[config.mk]
export PLATFORM = sky130hd
export DESIGN_NAME = alu_issue_stage
export DESIGN_NICKNAME = d
export VERILOG_FILES = /design/src/rtl/alu_issue_stage.sv
export SDC_FILE = /design/constraint.sdc
export NUM_CORES = 1
export LEC_CHECK = 0
export ABC_AREA = 1
export CORE_MARGIN = 8
export CORE_UTILIZATION = 49
export DETAILED_ROUTE_END_ITERATION = 10
export PLACE_DENSITY = 0.87
export SLEW_MARGIN = 10
export SYNTH_ARGS = -nofsm -noshare
export SYNTH_HDL_FRONTEND = slang
export SYNTH_SLANG_ARGS = --single-unit
export TNS_END_PERCENT = 20
[constraint.sdc]
create_clock -name clk -period 4.4 [get_ports clk]
set_input_delay 1.1 -clock clk [delete_from_list [all_inputs] [get_ports clk]]
set_output_delay 1.1 -clock clk [all_outputs]
set_load 0.005 [all_outputs]
[src/rtl/alu_issue_stage.sv]
// ID->EX issue register: decodes a MIPS instruction into ALU controls and operands,
// holds them behind a valid/ready handshake with stall and flush, and counts fired transfers.
module alu_issue_stage #(
  parameter int DATA_WIDTH  = 32,
  parameter int COUNT_WIDTH = 32
) (
  input  logic                   clk,
  input  logic                   resetn,
  input  logic                   in_valid,
  output logic                   in_ready,
  input  logic [31:0]            inst,
  input  logic [DATA_WIDTH-1:0]  rs_value,
  input  logic [DATA_WIDTH-1:0]  rt_value,
  output logic                   out_valid,
  input  logic                   out_ready,
  input  logic                   flush,
  output logic [3:0]             alu_op,
  output logic [DATA_WIDTH-1:0]  alu_a,
  output logic [DATA_WIDTH-1:0]  alu_b,
  output logic [4:0]             dest_reg,
  output logic                   reg_wen,
  output logic                   ov_trap_en,
  output logic                   illegal,
  output logic [COUNT_WIDTH-1:0] issue_count
);

  typedef enum logic [3:0] {
    OP_AND  = 4'h0,
    OP_OR   = 4'h1,
    OP_ADD  = 4'h2,
    OP_SUB  = 4'h3,
    OP_SLT  = 4'h4,
    OP_SLTU = 4'h5,
    OP_SLL  = 4'h6,
    OP_SRL  = 4'h7,
    OP_SAL  = 4'h8,
    OP_SRA  = 4'h9,
    OP_LUI  = 4'hA,
    OP_XOR  = 4'hB,
    OP_NOR  = 4'hC
  } alu_op_e;

  // Instruction fields
  logic [5:0]  opcode;
  logic [4:0]  rt_idx;
  logic [4:0]  rd_idx;
  logic [4:0]  shamt;
  logic [5:0]  funct;
  logic [15:0] imm;

  assign opcode = inst[31:26];
  assign rt_idx = inst[20:16];
  assign rd_idx = inst[15:11];
  assign shamt  = inst[10:6];
  assign funct  = inst[5:0];
  assign imm    = inst[15:0];

  // The rs index is resolved upstream; rs_value already carries the forwarded operand.
  logic unused_rs_idx;
  assign unused_rs_idx = ^inst[25:21];

  logic [DATA_WIDTH-1:0] imm_sext;
  logic [DATA_WIDTH-1:0] imm_zext;
  logic [DATA_WIDTH-1:0] shamt_zext;

  assign imm_sext   = {{(DATA_WIDTH-16){imm[15]}}, imm};
  assign imm_zext   = {{(DATA_WIDTH-16){1'b0}}, imm};
  assign shamt_zext = {{(DATA_WIDTH-5){1'b0}}, shamt};

  // Decoded (combinational) view of the incoming instruction
  alu_op_e               dec_op;
  logic [DATA_WIDTH-1:0] dec_a;
  logic [DATA_WIDTH-1:0] dec_b;
  logic [4:0]            dec_dest;
  logic                  dec_wen;
  logic                  dec_trap;
  logic                  dec_illegal;

  // NOTE: every signal written here gets a default first, so no path leaves it
  // unassigned and no latch is inferred.
  always_comb begin
    dec_op      = OP_AND;
    dec_a       = rs_value;
    dec_b       = rt_value;
    dec_dest    = rt_idx;
    dec_wen     = 1'b1;
    dec_trap    = 1'b0;
    dec_illegal = 1'b0;

    case (opcode)
      6'h00: begin
        dec_dest = rd_idx;
        case (funct)
          6'h20: begin dec_op = OP_ADD; dec_trap = 1'b1; end
          6'h21: dec_op = OP_ADD;
          6'h22: begin dec_op = OP_SUB; dec_trap = 1'b1; end
          6'h23: dec_op = OP_SUB;
          6'h24: dec_op = OP_AND;
          6'h25: dec_op = OP_OR;
          6'h26: dec_op = OP_XOR;
          6'h27: dec_op = OP_NOR;
          6'h2A: dec_op = OP_SLT;
          6'h2B: dec_op = OP_SLTU;
          6'h00: begin dec_op = OP_SLL; dec_a = shamt_zext; end
          6'h02: begin dec_op = OP_SRL; dec_a = shamt_zext; end
          6'h03: begin dec_op = OP_SRA; dec_a = shamt_zext; end
          6'h04: dec_op = OP_SLL;
          6'h06: dec_op = OP_SRL;
          6'h07: dec_op = OP_SRA;
          default: dec_illegal = 1'b1;
        endcase
      end
      6'h08: begin dec_op = OP_ADD;  dec_b = imm_sext; dec_trap = 1'b1; end
      6'h09: begin dec_op = OP_ADD;  dec_b = imm_sext; end
      6'h0A: begin dec_op = OP_SLT;  dec_b = imm_sext; end
      6'h0B: begin dec_op = OP_SLTU; dec_b = imm_sext; end
      6'h0C: begin dec_op = OP_AND;  dec_b = imm_zext; end
      6'h0D: begin dec_op = OP_OR;   dec_b = imm_zext; end
      6'h0E: begin dec_op = OP_XOR;  dec_b = imm_zext; end
      6'h0F: begin dec_op = OP_LUI;  dec_b = imm_zext; end
      6'h23: begin dec_op = OP_ADD;  dec_b = imm_sext; end
      6'h2B: begin dec_op = OP_ADD;  dec_b = imm_sext; dec_wen = 1'b0; end
      default: dec_illegal = 1'b1;
    endcase

    // Illegal entries still flow down the pipe but must have no side effects in EX.
    if (dec_illegal) begin
      dec_op   = OP_AND;
      dec_wen  = 1'b0;
      dec_trap = 1'b0;
    end
    if (dec_dest == 5'd0) dec_wen = 1'b0;
  end

  // Handshake
  logic valid_q;
  logic accept;
  logic fire;

  assign in_ready  = ~flush & (~valid_q | out_ready);
  assign out_valid = valid_q & ~flush;
  assign accept    = in_valid & in_ready;
  assign fire      = out_valid & out_ready;

  alu_op_e               op_q;
  logic [DATA_WIDTH-1:0] a_q;
  logic [DATA_WIDTH-1:0] b_q;
  logic [4:0]            dest_q;
  logic                  wen_q;
  logic                  trap_q;
  logic                  illegal_q;
  logic [COUNT_WIDTH-1:0] count_q;

  // NOTE: state registers use non-blocking assignments so every register samples
  // the pre-edge values. The data registers are reset too, because the stage must
  // present all-zero outputs during reset rather than stale operands.
  always_ff @(posedge clk or negedge resetn) begin
    if (!resetn) begin
      valid_q   <= 1'b0;
      op_q      <= OP_AND;
      a_q       <= '0;
      b_q       <= '0;
      dest_q    <= '0;
      wen_q     <= 1'b0;
      trap_q    <= 1'b0;
      illegal_q <= 1'b0;
      count_q   <= '0;
    end else begin
      if (accept) begin
        valid_q   <= 1'b1;
        op_q      <= dec_op;
        a_q       <= dec_a;
        b_q       <= dec_b;
        dest_q    <= dec_dest;
        wen_q     <= dec_wen;
        trap_q    <= dec_trap;
        illegal_q <= dec_illegal;
      end else if (out_ready || flush) begin
        valid_q <= 1'b0;
      end

      if (fire) count_q <= count_q + COUNT_WIDTH'(1);
    end
  end

  assign alu_op      = op_q;
  assign alu_a       = a_q;
  assign alu_b       = b_q;
  assign dest_reg    = dest_q;
  assign reg_wen     = wen_q;
  assign ov_trap_en  = trap_q;
  assign illegal     = illegal_q;
  assign issue_count = count_q;

endmodule
==> results of run 1 <==
## where the power goes
part	switching, mW	internal (mW)
sequential	0.0834	1.12
combinational	0.246	0.365
clock	0.345	0.451
## worst max-delay path, stage by stage
cell             delay [ns]
clkdlybuf4s50_1        0.54
nor2_2                 0.07
nor2_2                 0.14
clkdlybuf4s50_1        0.54
## final timing paths
path | end | slack [ns] | depth (start not counted)
min | alu_a[8] | 0.48 | 2
max reg2reg | alu_b[27] | 2.16 | 7
min in group asynchronous | alu_b[13] | 0.94 | 1
max in group asynchronous | issue_count[24] | 2.59 | 2
max | in_ready | 0.90 | 4
min reg2reg | alu_a[8] | 0.48 | 2
## metal layers
layer,vias up,routed length (um)
met5,-,0
met4,0,474
met3,25,1380
li1,2701,-
met2,183,8120
met1,2613,7270
## metrics by stage
stage               worst slack [ns]  hold slack (ns)  power, mW  utilization [%]
global placement               0.913            0.461       1.82             68.4
CTS                            0.893            0.483       2.64             70.8
floorplan                       2.02            0.472       1.42                -
detailed placement             0.893            0.464       1.84             68.4
finish                         0.901            0.478       2.61             70.8
global route                   0.848            0.492       2.75             70.8
## cell usage after synthesis
master     count  area (um2)
nand3_4        2        35.0
nand2_1      268        1010
xor2_1        11        96.3
buf_4          7        52.6
clkbuf_1       3        11.3
nand3_1       54         270
nor2_2        12        75.1
dfrtp_1      109        2730
a21boi_0       1        7.51
o31ai_1        1        7.51
a21oi_4        1        16.3
inv_1         46         173
buf_2          9        45.0
ha_1           1        12.5
nand2_2        5        31.3
o21a_1         1        7.51
inv_2         15        56.3
nand3_2        3        30.0
a2bb2oi_1     16         140
xnor2_1        6        52.6
o21ai_4        1        16.3
buf_6          6        67.6
o21ai_0       18        90.1
o21ai_1       18        90.1
nand3b_1       9        67.6
nor2_1        52         195
nand4_1        9        56.3
nor4_1         1        6.26
nand2_4        2        22.5
nor2_4         6        67.6
nor3_2         6        60.1
a21oi_1       15        75.1
nor3_1         8        40.0
a21o_1         1        7.51
## cell families (layout without fill, tap and decap cells)
kind of cell	Yosys count	in the layout	share of synthesized area, %
fa+ha+maj	1	1	0.219
xor+xnor	17	17	2.61
simple gates	437	437	34.3
flops	109	109	47.7
compound gates	73	73	8.01
buf+inv	86	285	7.09
## final cells by class
class,instances,area share [%]
Clock inverter,2,0.433
Sequential cell,109,33.7
Clock buffer,12,3.05
Inverter,61,2.83
Tap cell,143,2.21
Timing Repair Buffer,210,25.8
Multi-Input combinational cell,528,31.9
==> out/results.txt, run 1 <==
WL/cell -> 16.2 um
First-pass DRT Iterations -> 5
Die area -> 15400 um2
Postcts setup bufs -> 0
Unrepaired setup endpoints after global routing -> false
# diodes -> 0
Footprint of the multi-input gates -> 2580 um2
Congestion Overflow GR -> 0
CTS tree -> built
Pwr dens -> 323 nW/um2
Final Hold Viols -> 0
Data required, critical path -> 3.30 ns
Register area -> 2730 um2
H-tree levels -> 3
Clk pin slew, worst setup/hold paths -> 0.06 ns
Yosys cell types -> 34
Met1 GRT Util -> 28.2%
Static leakage -> 3.78 nW
Placed Instances -> 1051
PostCTS Resize Cnt -> 0
Seq/Total Area, Yosys -> 47.7%
Largest net degree at the start of global routing -> 84
CTS Hold Bufs -> 0
MaxCap Viol Count -> 0
DRC violations left -> 0
Nets -> 1021
Met3 usage in global routing -> 5.67%
Core area -> 11400 um2
VDD IR max -> 0.259 mV
Non-Filler Cell Area, Final -> 8090 um2
Crit share post-route -> 79.5%
Via density -> 5.18
First-pass GRT wire length -> 27100 um
FMAX -> 0.286 GHz
WL final -> 17200 um
Final non-filler cell total -> 1065
Total Neg Setup Slack -> 0 ns
CP max FO -> 2
Die W -> 124 um
Die Y-Extent -> 124 um
Period minus WS final -> 3.50 ns
Vias in the first global route -> 5285
Crit path from -> out_ready
Final Slew Violations -> 0
Fillers -> 932
CTS Buf Count -> 9
CTS Sinks -> 109
Synthesis-to-finish area growth -> 41.5%
Critical Path Start Type -> input port
DRT antenna net count -> 0
Dpl cell area -> 7800 um2
CP arrival -> 2.40 ns
Status -> complete, no violations
HP Start -> alu_a[8]
HPWL Detailed -> 13200 um
Max clock buf depth -> 2
Rel. slew slack -> 29.6%
GRT Total Usage -> 22.7%
GR peak layer -> met2
Setup-failing EPs final -> 0
Most frequent cells in the layout -> 268 x nand2_1, 204 x clkdlybuf4s50_1, 109 x dfrtp_1
Reg2reg start -> valid_q
Synthesized flop and latch total -> 109
Commonest non-fill, non-tap cell in the layout -> nand2_1
Worst skew pair latency -> 0.35 ns
Synth warnings -> 0
Synth Instances -> 723
Placer Congestion -> 0.904
Synth Area per Inst -> 7.91 um2
FP Rows -> 39
Worst slew pin tran -> 1.06 ns
Worst min-delay path class -> reg -> reg
Skew final -> 0.00785 ns
Root buffer cell -> clkbuf_16
Layout cells sized above 1 -> 7.70%
Post-Syn Area -> 5720 um2
I/O pins -> 211
Starting Density -> 50.1%
Element type at the critical path end -> primary output
DR vias -> 5522
Initial antenna violation count -> 0
Mapped Nets -> 825
Port-buffer cells -> 205
DRT iter0 DRCs -> 454
GR met2 Demand/Resource -> 37.0%
Crit Path Class -> in -> out
Note: power is estimated with default switching activity, not from simulation.
==> run 2: changes to the inputs <==
--- a/config.mk
+++ b/config.mk
@@ -7,9 +7,9 @@
 export LEC_CHECK = 0
 export ABC_AREA = 1
 export CORE_MARGIN = 8
-export CORE_UTILIZATION = 49
+export CORE_UTILIZATION = 45
 export DETAILED_ROUTE_END_ITERATION = 10
-export PLACE_DENSITY = 0.87
+export PLACE_DENSITY = 0.81
 export SLEW_MARGIN = 10
 export SYNTH_ARGS = -nofsm -noshare
 export SYNTH_HDL_FRONTEND = slang
==> constraint.sdc (replaced) <==
create_clock -name clk -period 3.63 [get_ports clk]
set_input_delay 0.9075 -clock clk [delete_from_list [all_inputs] [get_ports clk]]
set_output_delay 0.9075 -clock clk [all_outputs]
set_load 0.005 [all_outputs]
==> run 2 against run 1 <==
Clock-buffer cell count shrank 3. Design area grew 1.2%. Sequential power grew 21%. Die area grew 7.7%. Via count shrank 0.62%. Sequential share of layout area shrank 0.40 points. Cell count grew 3.1%. Setup slack lost 0.37 ns. Critical path depth is the same. Non-clock buffer count grew 2. Core utilization shrank 5.4 points. Critical path type unchanged. Largest cell class unchanged.
==> out/results.txt, run 2 (synthesized netlist as in run 1, its figures left out) <==
Period minus WS final -> 3.10 ns
First-pass GRT wire length -> 27200 um (+0.25%)
DRT iter0 DRCs -> 391 (-14%)
I/O pins -> 211 (unchanged)
Total Neg Setup Slack -> 0 ns (unchanged)
DRC violations left -> 0 (unchanged)
Status -> complete, no violations
HPWL Detailed -> 13400 um (+1.5%)
Starting Density -> 45.7% (-4.4 points)
WL/cell -> 15.6 um (-3.4%)
Core area -> 12500 um2 (+9.6%)
MaxCap Viol Count -> 0 (unchanged)
Critical Path Start Type -> input port
Data required, critical path -> 2.72 ns (-0.58 ns)
Largest net degree at the start of global routing -> 47 (-44%)
Pwr dens -> 390 nW/um2 (+21%)
Dpl cell area -> 7880 um2 (+0.98%)
Most frequent cells in the layout -> 268 x nand2_1, 204 x clkdlybuf4s50_1, 109 x dfrtp_1
Worst slew pin tran -> 0.576 ns (-0.480 ns)
Unrepaired setup endpoints after global routing -> false
Die Y-Extent -> 129 um (+3.8%)
Via density -> 5.00 (-3.6%)
GRT Total Usage -> 21.0% (-1.6 points)
Placer Congestion -> 0.905 (about the same)
DRT antenna net count -> 0 (unchanged)
Clk pin slew, worst setup/hold paths -> 0.07 ns (about the same)
CTS Buf Count -> 9 (unchanged)
Root buffer cell -> clkbuf_16
Crit share post-route -> 85.3%
First-pass DRT Iterations -> 5 (unchanged)
DR vias -> 5488 (-0.62%)
Finished Core Util -> 65.4% (-5.4 points)
Element type at the critical path end -> primary output
Max clock buf depth -> 2 (unchanged)
Pre-CTS setup slack -> 0.525 ns (-0.368 ns)
Static leakage -> 3.80 nW (+0.60%)
Congestion Overflow GR -> 0 (unchanged)
Setup-failing EPs final -> 0 (unchanged)
FP Rows -> 41 (+5.1%)
Fillers -> 1087 (+17%)
CTS Hold Bufs -> 0 (unchanged)
Die W -> 129 um (+3.8%)
Final Hold Viols -> 0 (unchanged)
Worst min-delay path class -> in -> async
Worst skew pair latency -> 0.35 ns (about the same)
Layout cells sized above 1 -> 8.32% (+0.61 points)
Initial antenna violation count -> 0 (unchanged)
H-tree levels -> 3 (unchanged)
Port-buffer cells -> 205 (unchanged)
Die area -> 16600 um2 (+7.7%)
Commonest non-fill, non-tap cell in the layout -> nand2_1
CP arrival -> 2.19 ns (-0.21 ns)
Rel. slew slack -> 61.6% (+32 points)
FMAX -> 0.323 GHz
Nets -> 1023 (+0.20%)
Setup ws final -> 0.533 ns (-0.368 ns)
Non-Filler Cell Area, Final -> 8180 um2 (+1.2%)
Crit Path Class -> in -> out
PostCTS Resize Cnt -> 0 (unchanged)
Vias in the first global route -> 5267 (-0.34%)
CP max FO -> 2 (unchanged)
CTS tree -> built
Final Slew Violations -> 0 (unchanged)
VDD IR max -> 0.264 mV (+2.1%)
Synthesis-to-finish area growth -> 43.2%
WL final -> 17200 um (-0.40%)
Postcts setup bufs -> 0 (unchanged)
CTS Sinks -> 109 (unchanged)
# diodes -> 0 (unchanged)
Skew final -> 0.00520 ns (-0.00265 ns)
-- run 2: cell types whose count changed in the layout (fill, tap and decap cells not counted), sizes merged --
cell / delta
buf: +2
clkinv: +3
clkbuf: -3
clkinvlp: +2
-- run 2: per-layer routing --
layer	GRT usage [%]	vias up	part of all wire, %
li1	-	2714	-
met5	0	-	0
met3	5.34	29	7.9
met2	33.4	197	46
met4	10.6	0	3.3
met1	26.1	2548	43
-- run 2: path summary, 6_finish.rpt --
check	start	end	slack [ns]	cells after the start
hold / removal	resetn	alu_b[13]	0.41	1
setup / recovery	out_ready	in_ready	0.53	4
setup reg to reg	valid_q	alu_b[10]	1.82	8
min in group clk	alu_a[3]	alu_a[3]	0.48	2
hold reg to reg	alu_a[3]	alu_a[3]	0.48	2
max in group asynchronous	resetn	issue_count[27]	2.36	2
-- run 2: layout make-up --
type	instances	area, um2	share of cell area [%]
clock inverter	7	76.3	0.933
clock buffer	9	225	2.75
multi-input combinational	528	2580	31.6
tap	172	215	2.63
sequential	109	2730	33.3
inverter	61	229	2.80
timing repair buffer	212	2130	26.0
-- run 2: worst max-delay path: stages --
cell and delay (ns):
clkdlybuf4s50_1 0.54, nor2_2 0.07, nor2_2 0.14, clkdlybuf4s50_1 0.54
-- run 2: power breakdown --
group | total, mW | internal (mW) | switching [mW]
clock network | 0.990 | 0.537 | 0.453
logic | 0.742 | 0.445 | 0.298
registers | 1.46 | 1.36 | 0.100
total | 3.19 | 2.34 | 0.851
-- run 2: stage by stage --
stage,hold WS [ns],power (mW),cells
finish,0.413,3.19,1098
global route,0.415,3.35,1098
CTS,0.407,3.23,1098
detailed placement,0.465,2.23,1082
global placement,0.461,2.22,1082
floorplan,0.472,1.72,723
